$ cat config.mk
export PLATFORM = sky130hd
export DESIGN_NAME = scc_mem_dump
export DESIGN_NICKNAME = d
export VERILOG_FILES = /design/src/rtl/scc_pkg.sv /design/src/rtl/scc_dump_skid.sv /design/src/rtl/scc_mem_dump.sv
export SDC_FILE = /design/constraint.sdc
export NUM_CORES = 1
export LEC_CHECK = 0
export ABC_AREA = 0
export CAP_MARGIN = 20
export CELL_PAD_IN_SITES_DETAIL_PLACEMENT = 1
export CELL_PAD_IN_SITES_GLOBAL_PLACEMENT = 1
export CORE_MARGIN = 5
export CORE_UTILIZATION = 42
export DETAILED_ROUTE_END_ITERATION = 10
export PLACE_DENSITY = 0.94
export SLEW_MARGIN = 20
export SYNTH_ARGS = -nofsm -noshare
export SYNTH_HDL_FRONTEND = slang
export SYNTH_SLANG_ARGS = --single-unit
export TNS_END_PERCENT = 5
$ cat constraint.sdc
create_clock -name clk -period 4.97 [get_ports clk]
set_input_delay 0.994 -clock clk [delete_from_list [all_inputs] [get_ports clk]]
set_output_delay 0.994 -clock clk [all_outputs]
set_load 0.01 [all_outputs]
$ cat src/rtl/scc_pkg.sv
// Shared SCC f25 definitions: data-memory geometry and the dump engine state encoding.
package scc_pkg;

  localparam int SCC_DMEM_ADDR_W = 14;
  localparam int SCC_WORD_W      = 32;

  typedef enum logic [2:0] {
    ST_IDLE  = 3'd0,
    ST_READ  = 3'd1,
    ST_DRAIN = 3'd2,
    ST_CSUM  = 3'd3,
    ST_DONE  = 3'd4
  } dump_state_e;

endpackage

$ cat src/rtl/scc_dump_skid.sv
// Two-entry data+address FIFO that absorbs read data while the stream is stalled.
// Entry 0 is always the head, so the head outputs come straight from a register.
module scc_dump_skid
  import scc_pkg::*;
#(
  parameter int DATA_W = SCC_WORD_W,
  parameter int ADDR_W = SCC_DMEM_ADDR_W
) (
  input  logic              clk,
  input  logic              rst,
  input  logic              en,
  input  logic              push,
  input  logic [DATA_W-1:0] push_data,
  input  logic [ADDR_W-1:0] push_addr,
  input  logic              pop,
  output logic [DATA_W-1:0] head_data,
  output logic [ADDR_W-1:0] head_addr,
  output logic [1:0]        count,
  output logic              full,
  output logic              empty
);

  logic [DATA_W-1:0] data0_q, data1_q;
  logic [ADDR_W-1:0] addr0_q, addr1_q;
  logic [1:0]        count_q;
  logic              pop_ok;
  logic              push_ok;

  assign empty     = (count_q == 2'd0);
  assign full      = (count_q == 2'd2);
  assign count     = count_q;
  assign head_data = data0_q;
  assign head_addr = addr0_q;
  assign pop_ok    = pop && !empty;
  assign push_ok   = push && (!full || pop_ok);

  // Shift/fill the two entries; a simultaneous push and pop keeps the occupancy.
  always_ff @(posedge clk) begin
    // NOTE: the storage is reset, not just the count, because the head drives
    // dump_data/dump_addr directly and those must read zero out of reset.
    if (rst) begin
      data0_q <= '0;
      data1_q <= '0;
      addr0_q <= '0;
      addr1_q <= '0;
      count_q <= 2'd0;
    end else if (en) begin
      case ({push_ok, pop_ok})
        2'b10: begin
          if (count_q == 2'd0) begin
            data0_q <= push_data;
            addr0_q <= push_addr;
          end else begin
            data1_q <= push_data;
            addr1_q <= push_addr;
          end
          count_q <= count_q + 2'd1;
        end
        2'b01: begin
          data0_q <= data1_q;
          addr0_q <= addr1_q;
          count_q <= count_q - 2'd1;
        end
        2'b11: begin
          if (count_q == 2'd1) begin
            data0_q <= push_data;
            addr0_q <= push_addr;
          end else begin
            data0_q <= data1_q;
            addr0_q <= addr1_q;
            data1_q <= push_data;
            addr1_q <= push_addr;
          end
        end
        default: ;
      endcase
    end
  end

endmodule

$ cat src/rtl/scc_mem_dump.sv
// Post-halt data-memory dump engine: on a rising halt_f it reads START_ADDR..END_ADDR
// through a synchronous read port and streams every word on a valid/ready interface.
// Optional feature macro: SCC_DUMP_CHECKSUM_EN appends one 32-bit wrapping-sum beat.
module scc_mem_dump
  import scc_pkg::*;
#(
  parameter int          ADDR_W     = SCC_DMEM_ADDR_W,
  parameter int          DATA_W     = SCC_WORD_W,
  parameter int unsigned START_ADDR = 0,
  parameter int unsigned END_ADDR   = 16383
) (
  input  logic              clk,
  input  logic              rst,
  input  logic              clk_en,
  input  logic              halt_f,
  output logic              mem_rd_en,
  output logic [ADDR_W-1:0] mem_rd_addr,
  input  logic [DATA_W-1:0] mem_rd_data,
  output logic              dump_valid,
  input  logic              dump_ready,
  output logic [DATA_W-1:0] dump_data,
  output logic [ADDR_W-1:0] dump_addr,
  output logic              dump_last,
  output logic              dump_busy,
  output logic              dump_done
);

  localparam logic [ADDR_W-1:0] START_A = ADDR_W'(START_ADDR);
  localparam logic [ADDR_W-1:0] END_A   = ADDR_W'(END_ADDR);

  if (END_ADDR < START_ADDR) begin : g_bad_range
    $error("scc_mem_dump: END_ADDR must be >= START_ADDR");
  end

  dump_state_e       state_q, state_d;
  logic              halt_q;
  logic              halt_rise;
  logic [ADDR_W-1:0] rd_ptr_q;
  logic              inflight_q;
  logic [ADDR_W-1:0] inflight_addr_q;
  logic              issue;
  logic              pop;
  logic [DATA_W-1:0] head_data;
  logic [ADDR_W-1:0] head_addr;
  logic [1:0]        skid_count;
  logic              skid_full;
  logic              skid_empty;

  assign halt_rise   = halt_f && !halt_q;
  assign pop         = clk_en && dump_ready && !skid_empty;
  assign mem_rd_en   = issue;
  assign mem_rd_addr = rd_ptr_q;
  assign dump_busy   = (state_q == ST_READ) || (state_q == ST_DRAIN) || (state_q == ST_CSUM);
  assign dump_done   = (state_q == ST_DONE);

  // Read issue: only when the word can still land in the skid after this cycle's pop.
  always_comb begin
    issue = 1'b0;
    if (clk_en && (state_q == ST_READ) &&
        (({1'b0, skid_count} + {2'b00, inflight_q} - {2'b00, pop}) < 3'd2)) begin
      issue = 1'b1;
    end
  end

  // Next-state logic for the dump sequencer.
  always_comb begin
    // NOTE: state_d gets its hold value first so no path through the case leaves
    // it unassigned, which would otherwise infer a latch.
    state_d = state_q;
    case (state_q)
      ST_IDLE:  if (halt_rise) state_d = ST_READ;
      ST_READ:  if (issue && (rd_ptr_q == END_A)) state_d = ST_DRAIN;
      ST_DRAIN: if (skid_empty && !inflight_q) begin
`ifdef SCC_DUMP_CHECKSUM_EN
        state_d = ST_CSUM;
`else
        state_d = ST_DONE;
`endif
      end
`ifdef SCC_DUMP_CHECKSUM_EN
      ST_CSUM:  if (dump_ready) state_d = ST_DONE;
`endif
      ST_DONE:  if (!halt_f) state_d = ST_IDLE;
      default:  state_d = ST_IDLE;
    endcase
  end

  // State, halt edge detector, read pointer and in-flight read tracking.
  always_ff @(posedge clk) begin
    // NOTE: every register here uses <= so all of them see the pre-edge values
    // of each other, exactly like the flops they describe.
    if (rst) begin
      state_q         <= ST_IDLE;
      halt_q          <= 1'b0;
      rd_ptr_q        <= '0;
      inflight_q      <= 1'b0;
      inflight_addr_q <= '0;
    end else if (clk_en) begin
      state_q    <= state_d;
      halt_q     <= halt_f;
      inflight_q <= issue;
      if (issue) inflight_addr_q <= rd_ptr_q;
      if ((state_q == ST_IDLE) && halt_rise) begin
        rd_ptr_q <= START_A;
      end else if (issue && (rd_ptr_q != END_A)) begin
        rd_ptr_q <= rd_ptr_q + 1'b1;
      end
    end
  end

  scc_dump_skid #(
    .DATA_W (DATA_W),
    .ADDR_W (ADDR_W)
  ) u_skid (
    .clk       (clk),
    .rst       (rst),
    .en        (clk_en),
    .push      (inflight_q),
    .push_data (mem_rd_data),
    .push_addr (inflight_addr_q),
    .pop       (pop),
    .head_data (head_data),
    .head_addr (head_addr),
    .count     (skid_count),
    .full      (skid_full),
    .empty     (skid_empty)
  );

  // A returning read must never find the skid full without a pop in the same cycle.
  a_no_overflow : assert property (@(posedge clk) disable iff (rst)
    !(clk_en && inflight_q && skid_full && !pop));

`ifdef SCC_DUMP_CHECKSUM_EN
  logic [31:0] csum_q;

  // Running wrapping sum of every data beat actually transferred.
  always_ff @(posedge clk) begin
    if (rst) begin
      csum_q <= '0;
    end else if (clk_en) begin
      if ((state_q == ST_IDLE) && halt_rise) begin
        csum_q <= '0;
      end else if (pop) begin
        csum_q <= csum_q + 32'(head_data);
      end
    end
  end

  // Beat mux: skid head for data beats, accumulator for the trailing checksum beat.
  always_comb begin
    dump_valid = !skid_empty;
    dump_data  = head_data;
    dump_addr  = head_addr;
    dump_last  = 1'b0;
    if (state_q == ST_CSUM) begin
      dump_valid = 1'b1;
      dump_data  = DATA_W'(csum_q);
      dump_addr  = '0;
      dump_last  = 1'b1;
    end
  end
`else
  // Beat mux: the skid head is the beat; the END_ADDR word closes the dump.
  always_comb begin
    dump_valid = !skid_empty;
    dump_data  = head_data;
    dump_addr  = head_addr;
    dump_last  = !skid_empty && (head_addr == END_A);
  end
`endif

endmodule

==> results of run 1 <==
[worst min-delay path: stages, from the launching register on]
cell,delay [ps]
dfxtp_1,300
nand2_1,50
a21oi_1,50
[sequential cells by signal (all words and copies together) (netlist names)]
name              cells
inflight_addr_q      14
mem_rd_addr          14
u_skid.count          2
halt_q                1
state_q               3
u_skid.head_addr     14
inflight_q            1
u_skid.addr1_q       14
u_skid.data1_q       32
u_skid.head_data     32
[how the worst min path moves through the flow]
stage                       startpoint                 end  slack, ps  depth (start not counted)
finish               u_skid.addr1_q[5]   u_skid.addr1_q[5]        450                          2
global route         u_skid.addr1_q[5]   u_skid.addr1_q[5]        470                          2
CTS                  u_skid.addr1_q[5]   u_skid.addr1_q[5]        460                          2
detailed placement   u_skid.addr1_q[8]   u_skid.addr1_q[8]        450                          2
global placement    u_skid.addr1_q[13]  u_skid.addr1_q[13]        440                          2
floorplan            u_skid.addr1_q[0]   u_skid.addr1_q[0]        440                          2
[metal layers]
layer  vias to the layer above  routed length (um)
met2                       152                8452
met5                         -                   0
li1                       2360                   -
met4                         0                 470
met3                        38                1011
met1                      2405                6871
[through the flow]
| step | instances | util [%] | hold WS (ps) | instance area [um^2] |
|---|---|---|---|---|
| CTS | 893 | 56.00 | 455.4 | 7038 |
| detailed placement | 863 | 51.46 | 450.6 | 6467 |
| global placement | 863 | 51.46 | 440.3 | 6467 |
| floorplan | 629 | - | 435.7 | 5378 |
| finish | 893 | 56.00 | 454.8 | 7038 |
| global route | 893 | 56.00 | 471.4 | 7038 |
[power breakdown]
part / internal [mW] / switching, mW / total (mW)
clock network: 0.754 / 0.449 / 1.20
logic: 0.108 / 0.124 / 0.232
registers: 1.04 / 0.0204 / 1.07
total: 1.91 / 0.593 / 2.50
[kinds of logic after synthesis]
| kind of cell | synth area share [%] |
|---|---|
| buf+inv | 4.537 |
| simple gates | 20.43 |
| compound gates | 16.03 |
| fa+ha+maj | 1.536 |
| mux | 9.865 |
| xor+xnor | 0.3258 |
| flops | 47.28 |
[layout make-up]
| cell class | count | area [um^2] | area share [%] |
|---|---|---|---|
| multi-input cells | 446 | 2604 | 37.00 |
| flip-flops and latches | 127 | 2542 | 36.12 |
| repair buffers | 110 | 1076 | 15.29 |
| clock buffers | 19 | 452.9 | 6.436 |
| well taps | 172 | 215.2 | 3.058 |
| clock inverters | 11 | 117.6 | 1.671 |
| inverters | 8 | 30.03 | 0.4267 |
[Yosys cell counts (2+ instances only)]
library cell	count	share of area [%]
a211oi_1	46	6.4
nand2_1	132	9.2
o41ai_1	4	0.65
or4_1	8	1.1
nor2b_1	3	0.35
buf_1	5	0.35
nand3_1	12	1.1
clkbuf_1	29	2.0
ha_1	5	1.2
and4_1	3	0.49
xnor2_1	2	0.33
a21oi_1	76	7.1
nor4b_1	3	0.49
buf_4	4	0.56
and2_1	2	0.23
o21ai_0	3	0.28
a21o_1	3	0.42
nor3_1	3	0.28
mux2i_1	53	9.9
inv_1	7	0.49
o31ai_1	5	0.70
nor2_1	50	3.5
buf_2	9	0.84
nand2b_1	8	0.93
and3_1	4	0.47
nand4_1	8	0.93
nor4_1	2	0.23
dfxtp_1	127	47
nand3b_1	3	0.42
==> implementation parameters, run 1 <==
Parameter                              Value

Outcome
  Status ... complete, no violations

Clock tree
  Hold-fix buffer count after cts ... 0
  Inserted Clock Buffers ... 17
  Number of cells upsized or downsized after cts ... 0
  Setup repair bufs after CTS ... 0
  CTS clock-pin slew for the worst setup and hold paths ... roughly 50 ps
  Num Clock Sinks ... 127
  Buffers from clock root to sink, at most ... 2
  Number of H-tree levels ... 4
  TritonCTS clock tree ... built
  Clock tree root buffer cell ... clkbuf_16
  Clock Latency Late Sink ... 420 ps

Global routing
  Vias in the first global route ... between 5000 and 6000
  Met1 global-route usage ... 26.23%
  Pin count of the biggest net entering global routing ... 60
  Number of antenna violations at the first check in global routing ... 0
  Grt ovf ... 0
  First-pass GRT wire length ... 27040 um
  GR peak layer ... met2
  GR Layer Usage met2 ... between 40% and 50%
  GR Util All Layers ... 22.93%
  Met3 usage in global routing ... 5.352%

Floorplan
  Initial core utilization ... 42.79%
  Vertical extent of the die ... 123.2 um
  Area of the core ... 12570 um^2
  Std cell rows ... 41
  Die outline area ... approximately 15000 um^2
  Top Ports ... 102
  Die Width ... 123.2 um

Cells and area
  Syn-to-layout area delta ... 30.87%
  Commonest non-fill, non-tap cells in the layout ... nand2_1 (132), dfxtp_1 (127), clkdlybuf4s50_1 (100), a21oi_1 (75), mux2i_1 (53)
  Final-stage net count ... 753
  Antenna diode count ... 0
  Commonest non-fill, non-tap cell in the layout ... nand2_1
  Filler instances ... 1455
  Share of post-route cells with drive strength above 1 ... approximately 6.1%

Synth
  Number of synthesized flops with an enable pin ... 0
  Average cell area after synthesis ... 8.550 um^2
  Post-Syn Nets ... 672
  Synthesis Warnings ... 0
  Gate Count Post-Synth ... 629
  Sequential share of the synthesized area ... 47.28%
  Flops & latches, synth ... 127
  FFs w/ async S/R, synth ... 0%
  Cell variety after synth ... 39
  Top FF cell, synth ... dfxtp_1
  Mapped cell area ... 5378 um^2

Critical path
  Worst setup slack for register-to-register paths ... 1670 ps
  Endpoint of the most critical setup path ... mem_rd_en
  Origin of the critical flop-to-flop path ... u_skid.count[1]
  Classification of the worst setup path ... in2out
  Crit path cell chain ... clkdlybuf4s50_1, nand3b_1, inv_1, ha_1, nand2b_1, fa_1, xnor2_1, nand4_1, clkinv_1, clkdlybuf4s50_1
  Depth of the worst register-to-register path ... 12
  Crit path launch ... dump_ready
  Reg2Reg Capture Point ... mem_rd_addr[3]
  Data arrival time of the critical path ... 3580 ps
  CP peak stage delay ... about 550 ps
  Worst Path Required ... about 4000 ps
  Crit-path most repeated cell ... clkdlybuf4s50_1
  Worst path buffer plus inverter count ... 4
  Highest net fanout along the worst path ... 4
  Kind of start point of the critical path ... input port
  Type of element capturing the critical path ... output pin
  CP top delay family ... buffers and inverters
  Slowest CP cell ... clkdlybuf4s50_1
  Logic depth of the worst setup path including buffers ... 10

Placement
  Half-perimeter wire length of the detailed placement result ... roughly 11000 um
  Placement-stage worst setup slack ... approximately 430 ps
  Final weighted congestion in routability-driven placement ... about 0.81
  I/O Buffers ... 101

Timing
  Worst setup slack after layout ... between 300 and 400 ps
  Final slew viol count ... 0
  Shortest period the worst path allows ... 4576 ps
  Skew final ... 9.610 ps
  Hold Violations, Final ... 0
  Worst slew margin relative to its limit ... 47.09%
  Number of failing setup endpoints in the final timing report ... 0
  Fin Setup TNS ... 0 ps
  Max Clock Freq ... between 200 and 250 MHz
  Unrepaired setup endpoints after global routing ... false
  Final worst path period share ... about 92%
  Slew of the pin with the lowest slew margin ... 793.7 ps

Pwr
  Maximum resistive drop on vdd ... about 0.22 mV
  Areal power density over the cells ... 355.2 nW/um^2
  Leakage Power ... 2.620 nW
  Total power draw ... 2.500 mW

Worst hold path
  Hold/Removal Path Class ... reg2reg

Detailed routing
  Final wirelength ... approximately 17000 um
  Antenna violation net count after detailed routing ... 0
  Iter 0 DRT Violations ... 272
  Drt via density ... 5.549
  Mean routed wirelength per cell ... 18.82 um
  Via count ... 4955
  Length of the first detailed-routing pass in iterations ... 4
  Post-route DRC violation count ... 0

Job
  Max-cap violation count ... 0
Note: power is estimated with default switching activity, not from simulation.
==> run 2, diff against run 1 <==
--- a/config.mk
+++ b/config.mk
@@ -17,4 +17,4 @@
 export SYNTH_ARGS = -nofsm -noshare
 export SYNTH_HDL_FRONTEND = slang
 export SYNTH_SLANG_ARGS = --single-unit
-export TNS_END_PERCENT = 5
+export TNS_END_PERCENT = 1
==> results of run 2 <==
Same layout as run 1: the final DEF is identical, and so are final timing and power.
==> run 3, diff against run 2 <==
--- a/config.mk
+++ b/config.mk
@@ -12,7 +12,7 @@
 export CORE_MARGIN = 5
 export CORE_UTILIZATION = 42
 export DETAILED_ROUTE_END_ITERATION = 10
-export PLACE_DENSITY = 0.94
+export PLACE_DENSITY_LB_ADDON = 0.12
 export SLEW_MARGIN = 20
 export SYNTH_ARGS = -nofsm -noshare
 export SYNTH_HDL_FRONTEND = slang
==> run 3 against run 2 <==
Global-route usage decreased by 2.8 points. Flip-flop and latch count stayed put. Power shrank 5.5%. Largest power group is now registers. Critical endpoint unchanged. Largest cell class unchanged. Maximum frequency is 0.99% higher.
==> implementation parameters, run 3 (same netlist as run 1, synthesis figures left out) <==
Parameter                              Value

Clock tree
  Num Clock Sinks ... 127
  Number of cells upsized or downsized after cts ... 0
  Buffers from clock root to sink, at most ... 2
  Inserted Clock Buffers ... 17
  TritonCTS clock tree ... built
  Number of H-tree levels ... 4
  CTS clock-pin slew for the worst setup and hold paths ... 50 ps
  Setup repair bufs after CTS ... 0
  Clock tree root buffer cell ... clkbuf_16
  Hold-fix buffer count after cts ... 0
  Clock Latency Late Sink ... 410 ps

Critical path
  Data arrival time of the critical path ... around 3500 ps
  Reg2Reg Capture Point ... mem_rd_addr[4]
  CP peak stage delay ... 550 ps
  Slowest CP cell ... clkdlybuf4s50_1
  Kind of start point of the critical path ... input port
  Highest net fanout along the worst path ... 4
  CP top delay family ... buffers and inverters
  Depth of the worst register-to-register path ... 12
  Origin of the critical flop-to-flop path ... u_skid.count[1]
  Crit-path most repeated cell ... clkdlybuf4s50_1
  Type of element capturing the critical path ... output pin
  Worst Path Required ... approximately 4000 ps
  Classification of the worst setup path ... in2out
  Crit path cell chain ... clkdlybuf4s50_1, nand3b_1, inv_1, ha_1, nand2b_1, fa_1, xnor2_1, nand4_1, clkinv_1, clkdlybuf4s50_1
  Worst path buffer plus inverter count ... 4
  Worst setup slack for register-to-register paths ... about 1700 ps

Worst hold path
  Hold wc startpoint ... u_skid.data1_q[26]
  Worst min-delay path endpoint ... u_skid.data1_q[26]
  Hold/Removal Path Class ... reg2reg
  Count of cells along the worst hold path ... 2

Detailed routing
  Antenna violation net count after detailed routing ... 0
  Via count ... slightly below 5000
  Mean routed wirelength per cell ... 16.70 um
  Drt via density ... between 5 and 6
  Length of the first detailed-routing pass in iterations ... 4
  Post-route DRC violation count ... 0
  Final wirelength ... 14900 um
  Iter 0 DRT Violations ... between 200 and 300

Global routing
  First-pass GRT wire length ... 24270 um
  Vias in the first global route ... 4912
  Number of antenna violations at the first check in global routing ... 0
  Pin count of the biggest net entering global routing ... 63
  GR Util All Layers ... 20.15%
  Grt ovf ... 0

Placement
  Placement-stage worst setup slack ... 436.9 ps
  Final weighted congestion in routability-driven placement ... 0.8064
  Standard cell area after detailed placement ... 6467 um^2
  Half-perimeter wire length of the detailed placement result ... 9943 um
  I/O Buffers ... 101

Timing
  Number of failing setup endpoints in the final timing report ... 0
  Final worst path period share ... 91.17%
  Final slew viol count ... 0
  Shortest period the worst path allows ... approximately 4500 ps
  Hold Violations, Final ... 0
  Unrepaired setup endpoints after global routing ... false
  Worst slack on hold paths ... 453.2 ps
  Fin Setup TNS ... 0 ps
  Worst setup slack after layout ... 438.9 ps
  Skew final ... 10.73 ps
  Worst slew margin relative to its limit ... 32.02%
  Slew of the pin with the lowest slew margin ... a little over 1000 ps
  Max Clock Freq ... 220.7 MHz

Floorplan
  Top Ports ... 102
  Vertical extent of the die ... 123.2 um
  Die outline area ... roughly 15000 um^2
  Initial core utilization ... between 40% and 50%
  Die Width ... between 100 and 150 um
  Area of the core ... 12570 um^2
  Std cell rows ... 41

Pwr
  Total power draw ... 2.363 mW
  Leakage Power ... 2.585 nW
  Maximum resistive drop on vdd ... roughly 0.21 mV
  Areal power density over the cells ... 339.1 nW/um^2

Cells and area
  Final-stage net count ... between 700 and 800
  Filler instances ... 1475
  Commonest non-fill, non-tap cells in the layout ... nand2_1 (132), dfxtp_1 (127), clkdlybuf4s50_1 (100), a21oi_1 (75), mux2i_1 (53)
  Antenna diode count ... 0
  Syn-to-layout area delta ... 29.60%
  Commonest non-fill, non-tap cell in the layout ... nand2_1
  Area of all placed cells without fillers ... ~7000 um^2
  Share of post-route cells with drive strength above 1 ... 4.861%

Job
  Max-cap violation count ... 0

Outcome
  Status ... complete, no violations
[run 3: changes by cell type in the layout (fill, tap and decap cells not counted), sizes merged]
cell and delta:
bufinv -2, clkbuf +9, clkinv -6, clkinvlp -2
[run 3: metrics by stage]
| stage | instances | utilization (%) |
|---|---|---|
| after global routing | 892 | 55.45 |
| after detailed placement | 863 | 51.46 |
| after CTS | 892 | 55.45 |
| final | 892 | 55.45 |
| after global placement | 863 | 51.46 |
| after floorplan | 629 | - |
[run 3: layer usage]
metal	up-vias	wire, um	global-route usage [%]
li1	2361	-	-
met5	-	0	0
met3	17	524	4.163
met4	0	213	7.197
met2	87	7435	34.45
met1	2355	6724	25.14
[run 3: area by class of cell]
cell class / count / area [um^2] / area share, %
clock inverter: 1 / 5.005 / 0.07181
multi-input combinational: 446 / 2604 / 37.36
sequential: 127 / 2542 / 36.48
clock buffer: 28 / 496.7 / 7.127
tap: 172 / 215.2 / 3.088
inverter: 8 / 30.03 / 0.4309
timing repair buffer: 110 / 1076 / 15.44
[run 3: worst max path at each step]
| stage | start | end | slack (ps) | cells past startpoint |
|---|---|---|---|---|
| global placement | dump_ready | mem_rd_en | 490 | 10 |
| global route | dump_ready | mem_rd_en | 250 | 10 |
| detailed placement | dump_ready | mem_rd_en | 440 | 10 |
| finish | dump_ready | mem_rd_en | 440 | 10 |
| CTS | dump_ready | mem_rd_en | 430 | 10 |
| floorplan | clk_en | mem_rd_en | 1290 | 10 |
[run 3: worst min-delay path, stage by stage, from the launching register on]
cell and delay (ps):
dfxtp_1 300, nand2_1 50, a21oi_1 50
[run 3: where the power goes]
part           leakage (nW)  switching, mW  internal [mW]
clock                 0.244          0.406          0.667
combinational          1.31          0.116          0.108
sequential             1.03         0.0197           1.05
total                  2.58          0.542           1.82
